$ cat src/rtl/temporal_pkg.sv
// Shared types and helpers for the race-logic temporal encoder.
package temporal_pkg;

  typedef enum logic {
    IDLE = 1'b0,
    RUN  = 1'b1
  } enc_state_t;

  // Idle level of a rising-edge encoder; falling-edge encoding inverts it.
  localparam logic RISING_IDLE = 1'b0;

  function automatic logic idle_level(input int falling);
    return RISING_IDLE ^ (falling != 0);
  endfunction

  // A value that cannot produce an edge before the gamma wraps counts as infinity.
  function automatic logic is_inf(input int unsigned v, input logic inf_flag,
                                  input int unsigned gamma_len);
    return inf_flag || (v >= gamma_len - 1);
  endfunction

endpackage

$ cat src/rtl/temporal_enc_ch.sv
// One temporal output channel: compares the gamma counter to the channel value and
// registers the spike. TEMPORAL_ENC_PULSE_EN selects single-cycle pulse encoding.
module temporal_enc_ch
  import temporal_pkg::*;
#(
  parameter int WIDTH     = 3,
  parameter int GAMMA_LEN = 10,
  parameter int FALLING   = 0,
  parameter int CNT_W     = 4
) (
  input  logic             aclk,
  input  logic             rst,
  input  logic [CNT_W-1:0] t_cnt,
  input  logic             grst_cyc,
  input  logic [WIDTH-1:0] value,
  input  logic             inf,
  output logic             spike
);

  localparam logic             IDLE_LVL = idle_level(FALLING);
  localparam logic [CNT_W-1:0] T_LAST   = CNT_W'(GAMMA_LEN - 1);

  logic fire;

  // Firing at t_cnt==value puts the registered edge at t_cnt==value+1. A zero value
  // matches the idle counter too, so it is qualified by the gamma-reset cycle.
  assign fire = !is_inf(32'(value), inf, GAMMA_LEN)
             && (32'(t_cnt) == 32'(value))
             && ((value != '0) || grst_cyc);

  // NOTE: sequential state uses non-blocking assignments so every flop samples
  // pre-edge values regardless of process evaluation order.
  always_ff @(posedge aclk) begin
    if (!rst) begin
      spike <= IDLE_LVL;
    end else begin
`ifdef TEMPORAL_ENC_PULSE_EN
      spike <= fire ? ~IDLE_LVL : IDLE_LVL;
`else
      if (fire) begin
        spike <= ~IDLE_LVL;
      end else if (t_cnt == T_LAST) begin
        spike <= IDLE_LVL;
      end
`endif
    end
  end

endmodule

$ cat src/rtl/temporal_encoder.sv
// Binary-to-temporal encoder: FSM, gamma counter, valid/ready shadow buffer and
// active register feeding NUM_CH channels. Optional macro: TEMPORAL_ENC_PULSE_EN.
module temporal_encoder
  import temporal_pkg::*;
#(
  parameter int NUM_CH    = 2,
  parameter int WIDTH     = 3,
  parameter int GAMMA_LEN = 10,
  parameter int FALLING   = 0
) (
  input  logic                    aclk,
  input  logic                    rst,
  input  logic                    en,
  input  logic                    in_valid,
  output logic                    in_ready,
  input  logic [NUM_CH*WIDTH-1:0] in_data,
  input  logic [NUM_CH-1:0]       in_inf,
  output logic                    grst,
  output logic [NUM_CH-1:0]       spike,
  output logic                    busy
);

  localparam int               CNT_W  = (GAMMA_LEN > 1) ? $clog2(GAMMA_LEN) : 1;
  localparam logic [CNT_W-1:0] T_LAST = CNT_W'(GAMMA_LEN - 1);

  enc_state_t              state, state_next;
  logic [CNT_W-1:0]        t_cnt, t_next;
  logic                    grst_next;
  logic                    pending;
  logic                    accept;
  logic [NUM_CH*WIDTH-1:0] shadow_data, active_data, eff_data;
  logic [NUM_CH-1:0]       shadow_inf, active_inf, eff_inf;

  assign accept   = in_valid && !pending;
  assign in_ready = !pending;
  assign busy     = (state != IDLE);

  // NOTE: every variable written here gets a default first so no path can infer a latch.
  always_comb begin
    state_next = state;
    t_next     = t_cnt;
    unique case (state)
      IDLE: begin
        t_next = '0;
        if (en) state_next = RUN;
      end
      RUN: begin
        if (t_cnt == T_LAST) begin
          t_next = '0;
          if (!en) state_next = IDLE;
        end else begin
          t_next = t_cnt + 1'b1;
        end
      end
      default: state_next = IDLE;
    endcase
    grst_next = (state_next == RUN) && (t_next == '0);
  end

  // In the boundary cycle channels see the bundle that is about to become active,
  // so a zero value can already fire for t_cnt==1.
  always_comb begin
    eff_data = active_data;
    eff_inf  = active_inf;
    if (grst) begin
      if (pending) begin
        eff_data = shadow_data;
        eff_inf  = shadow_inf;
      end else begin
        eff_data = '0;
        eff_inf  = '1;
      end
    end
  end

  always_ff @(posedge aclk) begin
    if (!rst) begin
      state       <= IDLE;
      t_cnt       <= '0;
      grst        <= 1'b0;
      pending     <= 1'b0;
      shadow_data <= '0;
      shadow_inf  <= '1;
      active_data <= '0;
      active_inf  <= '1;
    end else begin
      state <= state_next;
      t_cnt <= t_next;
      grst  <= grst_next;
      if (grst) begin
        active_data <= eff_data;
        active_inf  <= eff_inf;
      end
      // accept implies pending was clear, so it never collides with the transfer.
      if (accept) begin
        shadow_data <= in_data;
        shadow_inf  <= in_inf;
        pending     <= 1'b1;
      end else if (grst) begin
        pending <= 1'b0;
      end
    end
  end

  for (genvar i = 0; i < NUM_CH; i++) begin : g_ch
    temporal_enc_ch #(
      .WIDTH    (WIDTH),
      .GAMMA_LEN(GAMMA_LEN),
      .FALLING  (FALLING),
      .CNT_W    (CNT_W)
    ) u_ch (
      .aclk    (aclk),
      .rst     (rst),
      .t_cnt   (t_cnt),
      .grst_cyc(grst),
      .value   (eff_data[i*WIDTH +: WIDTH]),
      .inf     (eff_inf[i]),
      .spike   (spike[i])
    );
  end

endmodule

$ cat config.mk
export PLATFORM = sky130hd
export DESIGN_NAME = temporal_encoder
export DESIGN_NICKNAME = d
export VERILOG_FILES = /design/src/rtl/temporal_pkg.sv /design/src/rtl/temporal_enc_ch.sv /design/src/rtl/temporal_encoder.sv
export SDC_FILE = /design/constraint.sdc
export NUM_CORES = 1
export LEC_CHECK = 0
export ABC_AREA = 1
export CELL_PAD_IN_SITES_DETAIL_PLACEMENT = 0
export CELL_PAD_IN_SITES_GLOBAL_PLACEMENT = 2
export CORE_ASPECT_RATIO = 1.2
export CORE_MARGIN = 3
export CORE_UTILIZATION = 29
export DETAILED_ROUTE_END_ITERATION = 10
export PLACE_DENSITY = 0.78
export SLEW_MARGIN = 40
export SYNTH_ARGS = -nofsm -noshare
export SYNTH_HDL_FRONTEND = slang
export SYNTH_SLANG_ARGS = --single-unit
$ cat constraint.sdc
create_clock -name aclk -period 1.55 [get_ports aclk]
set_input_delay 0.155 -clock aclk [delete_from_list [all_inputs] [get_ports aclk]]
set_output_delay 0.155 -clock aclk [all_outputs]
set_load 0.05 [all_outputs]
==> results.toml <==
[finish]
final_common_cell = "nand2_1"
final_nets = 187
design_area_sq_mm = 0.00138
syn2layout_area_growth_pct = 25.0
layout_common_cells = "nand2_1 (40), dfxtp_1 (25), nor2_1 (21)"
layout.cells.non_filler = 222
n_antenna_cell = 0
drive_above_1_share_pct = 12.2
fill_cells = 409

[routing]
route.detailed.drc = 0
drt-pass1-iter-count = 4
finalWirelength_um = 2390
detail_route.vias_per_cell = 4.38
drtIter0Drc = 14
routedWlPerCell_um = 10.8
via_count = 973
antenna_left = 0

[timing]
skew_ps = 1.43
hold_violations = 0
setup_viol = 0
finalCritPeriodShare_pct = 87.2
fmax_mhz = 740
slew_headroom_pct = 80.0
rsz0062_at_grt = "no"
setup_slack_ps = 199
tightest_slew_ps = 300
layout_min_cycle_time_ps = 1350
fin_tns_setup_ps = 0
slew_viol_final = 0

[place]
post_dp_cell_area_sq_mm = 0.00134
place_inst = 218
numPortBuffers = 16
hpwl_um = 1900
gp_congestion = 0.765
preCtsSetupSlack_ps = 236

[clock_network]
clock_sinks = 25
path_clk_slew_ps = 80
cts_resized = 0
cts_setup_buffers = 0
postCtsHoldBufs = 0
tritoncts.num_buffers = 3
cts-root-buf = "clkbuf_8"
clock_path_buffers = 2
cts_tree = "yes"
h-tree-depth = 1
insertion_delay_ps = 260

[worst_setup_path]
cp_slowest_cell = "dfxtp_1"
max_stage_delay_ps = 430
critical_path.startpoint = "t_cnt[1]"
cp_max_fo = 6
critPathBufInv = 1
end_kind = "flip-flop"
critPathArrivalTime_ps = 1520
timing.rr.start = "t_cnt[1]"
path_delay_family = "simple AND/OR/NAND/NOR gates"
path_cells = "inv_1, ha_1, nand3_2, nand2_1, or2_1, nand3_1, nor2_1"
critPathLaunchType = "flip-flop"
crit_required_ps = 1720
criticalPathCategory = "reg2reg"

[pwr]
power_mw = 1.27
pwr_density_cell_mw_per_mm2 = 922
leakagePower_nw = 0.641
irDropWorstVdd_mv = 0.368

[synthesis]
synth_seq_cells = 25
synth.distinct_cells = 19
syn-num-nets = 167
synthesis.area_sq_mm = 0.00110
postSynthCellCount = 153
ys_warn_count = 0
syn_area_per_cell_sq_um = 7.22
yosysSeqAreaShare_pct = 45.3

[grt]
grt_max_degree = 15
grt_pass1_vias = 956
grt_first_pass_wirelength_um = 4260
grtUsageTotal_pct = 11.8
grt-ovfl-total = 0
antenna_found_initial = 0

[flow_run]
max_cap_viol_count = 0

[die]
fp-row-count = 23
initial_core_util_pct = 31.5
dieWidth_um = 62.3
dieArea_sq_mm = 0.00459
coreArea_sq_mm = 0.00351
io_pins = 17
die_height_um = 73.6

[run_status]
outcome = "completed"

[min_path]
hold_path_class = "in2reg"
min_from = "in_inf[1]"
-- cell families after synthesis --
logic type	count (synthesis)	share of synthesized area (%)
and+or+nand+nor	86	33.4
buffers and inverters	21	9.29
adders and majority gates	2	2.26
xor gates and xnor gates	2	1.59
AOI/OAI and AO/OA	17	8.15
DFF	25	45.3
-- metal layers --
layer	GRT usage (%)	share of wire, %	vias to the layer above
met5	0	0	-
met4	5.15	1.8	0
met3	2.45	3.8	4
met2	22.6	50	15
met1	12.6	44	434
li1	-	-	520
-- worst register-to-register path: stages (launching register included) --
cell and delay (ps):
dfxtp_1 430, inv_1 110, ha_1 200, nand3_2 90, nand2_1 80, or2_1 240, nand3_1 70, nor2_1 40
-- Yosys cell counts (all sizes together) --
| library cell | instances | area (sq um) |
|---|---|---|
| nand2 | 42 | 163 |
| nor2 | 22 | 90.1 |
| clkbuf | 2 | 7.51 |
| or2 | 1 | 6.26 |
| o21ai | 6 | 30.0 |
| nand3 | 21 | 110 |
| a21oi | 9 | 45.0 |
| buf | 4 | 33.8 |
| xor2 | 2 | 17.5 |
| inv | 15 | 61.3 |
| ha | 2 | 25.0 |
| dfxtp | 25 | 500 |
| o211ai | 2 | 15.0 |
-- sequential cells by signal, summed over array words and instances, names as in the netlist --
name / flops
active_inf: 2
shadow_inf: 2
shadow_data: 6
g_ch.u_ch.spike: 2
busy: 1
grst: 1
pending: 1
active_data: 6
t_cnt: 4
-- path summary, 6_finish.rpt --
check                       end  slack [ps]  cells past startpoint
max                        grst         200                      7
min               shadow_inf[1]         460                      3
max reg2reg                grst         200                      7
min reg2reg  g_ch[1].u_ch.spike         470                      2
-- per-stage QoR --
step	utilization (%)	hold slack, ps
floorplan	-	285
finish	39.3	464
detailed placement	38.1	462
CTS	39.3	463
global route	39.3	475
global placement	38.1	466
-- where the power goes --
| part | switching, mW | leakage, nW | internal, mW |
|---|---|---|---|
| Combinational | 0.112 | 0.414 | 0.0883 |
| Clock | 0.200 | 0.0228 | 0.184 |
| Sequential | 0.0186 | 0.205 | 0.671 |
| Total | 0.331 | 0.641 | 0.943 |
-- area by class of cell --
class	instances	area (sq um)	share of cell area [%]
repair buffers	21	210	15.2
clock buffers	4	45.0	3.26
well taps	50	62.6	4.53
inverters	15	61.3	4.44
multi-input cells	107	502	36.3
flip-flops and latches	25	500	36.2
Power figures use the tool's default switching activity.
==> variant (config.mk and constraints unchanged) <==
Add a define of `TEMPORAL_ENC_PULSE_EN`.
--- a/src/rtl/temporal_enc_ch.sv
+++ b/src/rtl/temporal_enc_ch.sv
@@ -2,2 +2,4 @@
 // registers the spike. TEMPORAL_ENC_PULSE_EN selects single-cycle pulse encoding.
+`define TEMPORAL_ENC_PULSE_EN
+
 module temporal_enc_ch
Formal check against the unedited RTL: not equivalent (a bounded check fails within 4 cycles, from zero or initial values and one cycle with rst low).
==> variant against the unedited design <==
- wire length is 2.3% lower
- synthesized area is 1.8% lower
- sequential cell count stayed put
- die area is 1.7% lower
- fmax is 8.5% higher
- power is 1.5% lower
- global-route usage is 0.095 points higher
- design area is 3.5% lower
- worst setup slack better by 0.11 ns
- critical path depth is 5 lower
- largest power group unchanged
- highest routed layer unchanged
==> variant: results <==
[synth]
ys_top_cells_by_count = nand2_1, dfxtp_1, nor2_1
ys.flop_type = dfxtp_1
synthCells = 151
yosysWarnings = 0
synth_sequential_area_ratio = 0.461
synth_compound_area_frac = 0.0934
synth_mux_area_frac = 0
syn_nets = 165
yosys-top-cells-area = dfxtp_1, nand2_1, nand3_1, nor2_1, inv_1
async_reset_ff_frac = 0
synth_cell_types = 20
yosys.area_share.xor_xnor = 0.00807
synthAdderAreaFrac = 0.0231

[global_route]
grt_usage = 0.119
grt_pass1_vias = 848
antenna_found_initial = 0
grt_pass1_wl_mm = 3.95
grt_max_degree = 14

[power_and_ir_drop]
p_comb_mw = 0.184
p_switching_mw = 0.323
power.leakage_nw = 0.632
p_sw_frac = 0.258
ir_drop_uv = 378
seq_power_share = 0.548

[routing]
dr_total_vias = 961
wl_per_cell_um = 11.3
routed_via_density = 4.64
drtIter0Drc = 44

[outcome]
status = completed

[placed_design]
port_buffers = 16
place_congestion = 0.718
post-place-cells = 203
placed_cell_area_mm2 = 0.00129
dp_hpwl_mm = 1.83

[clock_network]
htree_levels = 1
clkTransAtPathRegs_ns = 0.08
ctsResizeCount = 0
ctsRootBufferMaster = clkbuf_8
numCtsBuffers = 3
cts_buffer_depth = 2
post_cts_buffers = 0

[worst_hold_path]
min_from = en
hold_path_depth = 3
hold_path_end = busy

[critical_path]
reg2regPathDepth = 8
reg2reg_from = t_cnt[1]
reg2reg_to = grst
critical_path.max_stage_delay_ns = 0.52
crit_path_top_delay_cell = dfxtp_1
worst-path-max-fanout = 10
worst_ep_arrival_time_ns = 1.09
r2r_slack_ns = 0.31

[sta]
skew_ns = 0.00171
worstMarginPinSlew_ns = 0.329

[cells_and_area]
final.fill_count = 374
drive_gt1_frac = 0.106
insertedDiodeCount = 0
final_nets = 185
reg.largest.list = active_data: 6 flops, shadow_data: 6 flops, t_cnt: 4 flops
variant: cell count changes after synthesis, sizes merged:
cell,unedited run,this run
o21bai,0,1
nand4,0,1
xor2,2,1
a21oi,9,8
nor3,0,2
o21ai,6,7
nand2,42,41
or2,1,2
inv,15,14
nand3,21,17
variant: layout make-up:
class                      count  area share
sequential                    25       0.376
multi-input combinational    106       0.368
timing repair buffer          21       0.148
inverter                      14      0.0394
tap                           37      0.0347
clock buffer                   4      0.0338
variant: kinds of logic after synthesis:
| group | Yosys count |
|---|---|
| flops | 25 |
| compound gates | 18 |
| buf+inv | 20 |
| xor+xnor | 1 |
| simple gates | 85 |
| fa+ha+maj | 2 |
variant: through the flow:
| step | util | setup WS, ns | hold WS [ns] |
|---|---|---|---|
| floorplan | - | 0.159 | 0.285 |
| global placement | 0.373 | 0.331 | 0.472 |
| detailed placement | 0.373 | 0.300 | 0.476 |
| CTS | 0.386 | 0.281 | 0.439 |
| global route | 0.386 | 0.113 | 0.445 |
| finish | 0.386 | 0.305 | 0.444 |
variant: worst max-delay path by stage:
stage	startpoint	to	slack, ns
2_1_floorplan	grst	g_ch[0].u_ch.spike	0.16
3_3_place_gp	pending	shadow_inf[0]	0.33
3_5_place_dp	pending	shadow_inf[0]	0.30
4_1_cts	pending	shadow_inf[0]	0.28
5_1_grt	t_cnt[1]	grst	0.11
6_report	pending	in_ready	0.31
variant: worst max-delay path, delay by kind of cell, from the launching register on:
family   cells  cell delay [ns]
buf+inv      2             0.30
flops        1             0.52
variant: metal layers:
| metal | vias to the layer above | GRT usage | wire [µm] |
|---|---|---|---|
| met1 | 421 | 0.157 | 1070 |
| met5 | - | 0 | 0 |
| met3 | 5 | 0.0212 | 82 |
| met2 | 20 | 0.187 | 1150 |
| met4 | 0 | 0.0495 | 39 |
| li1 | 515 | - | - |
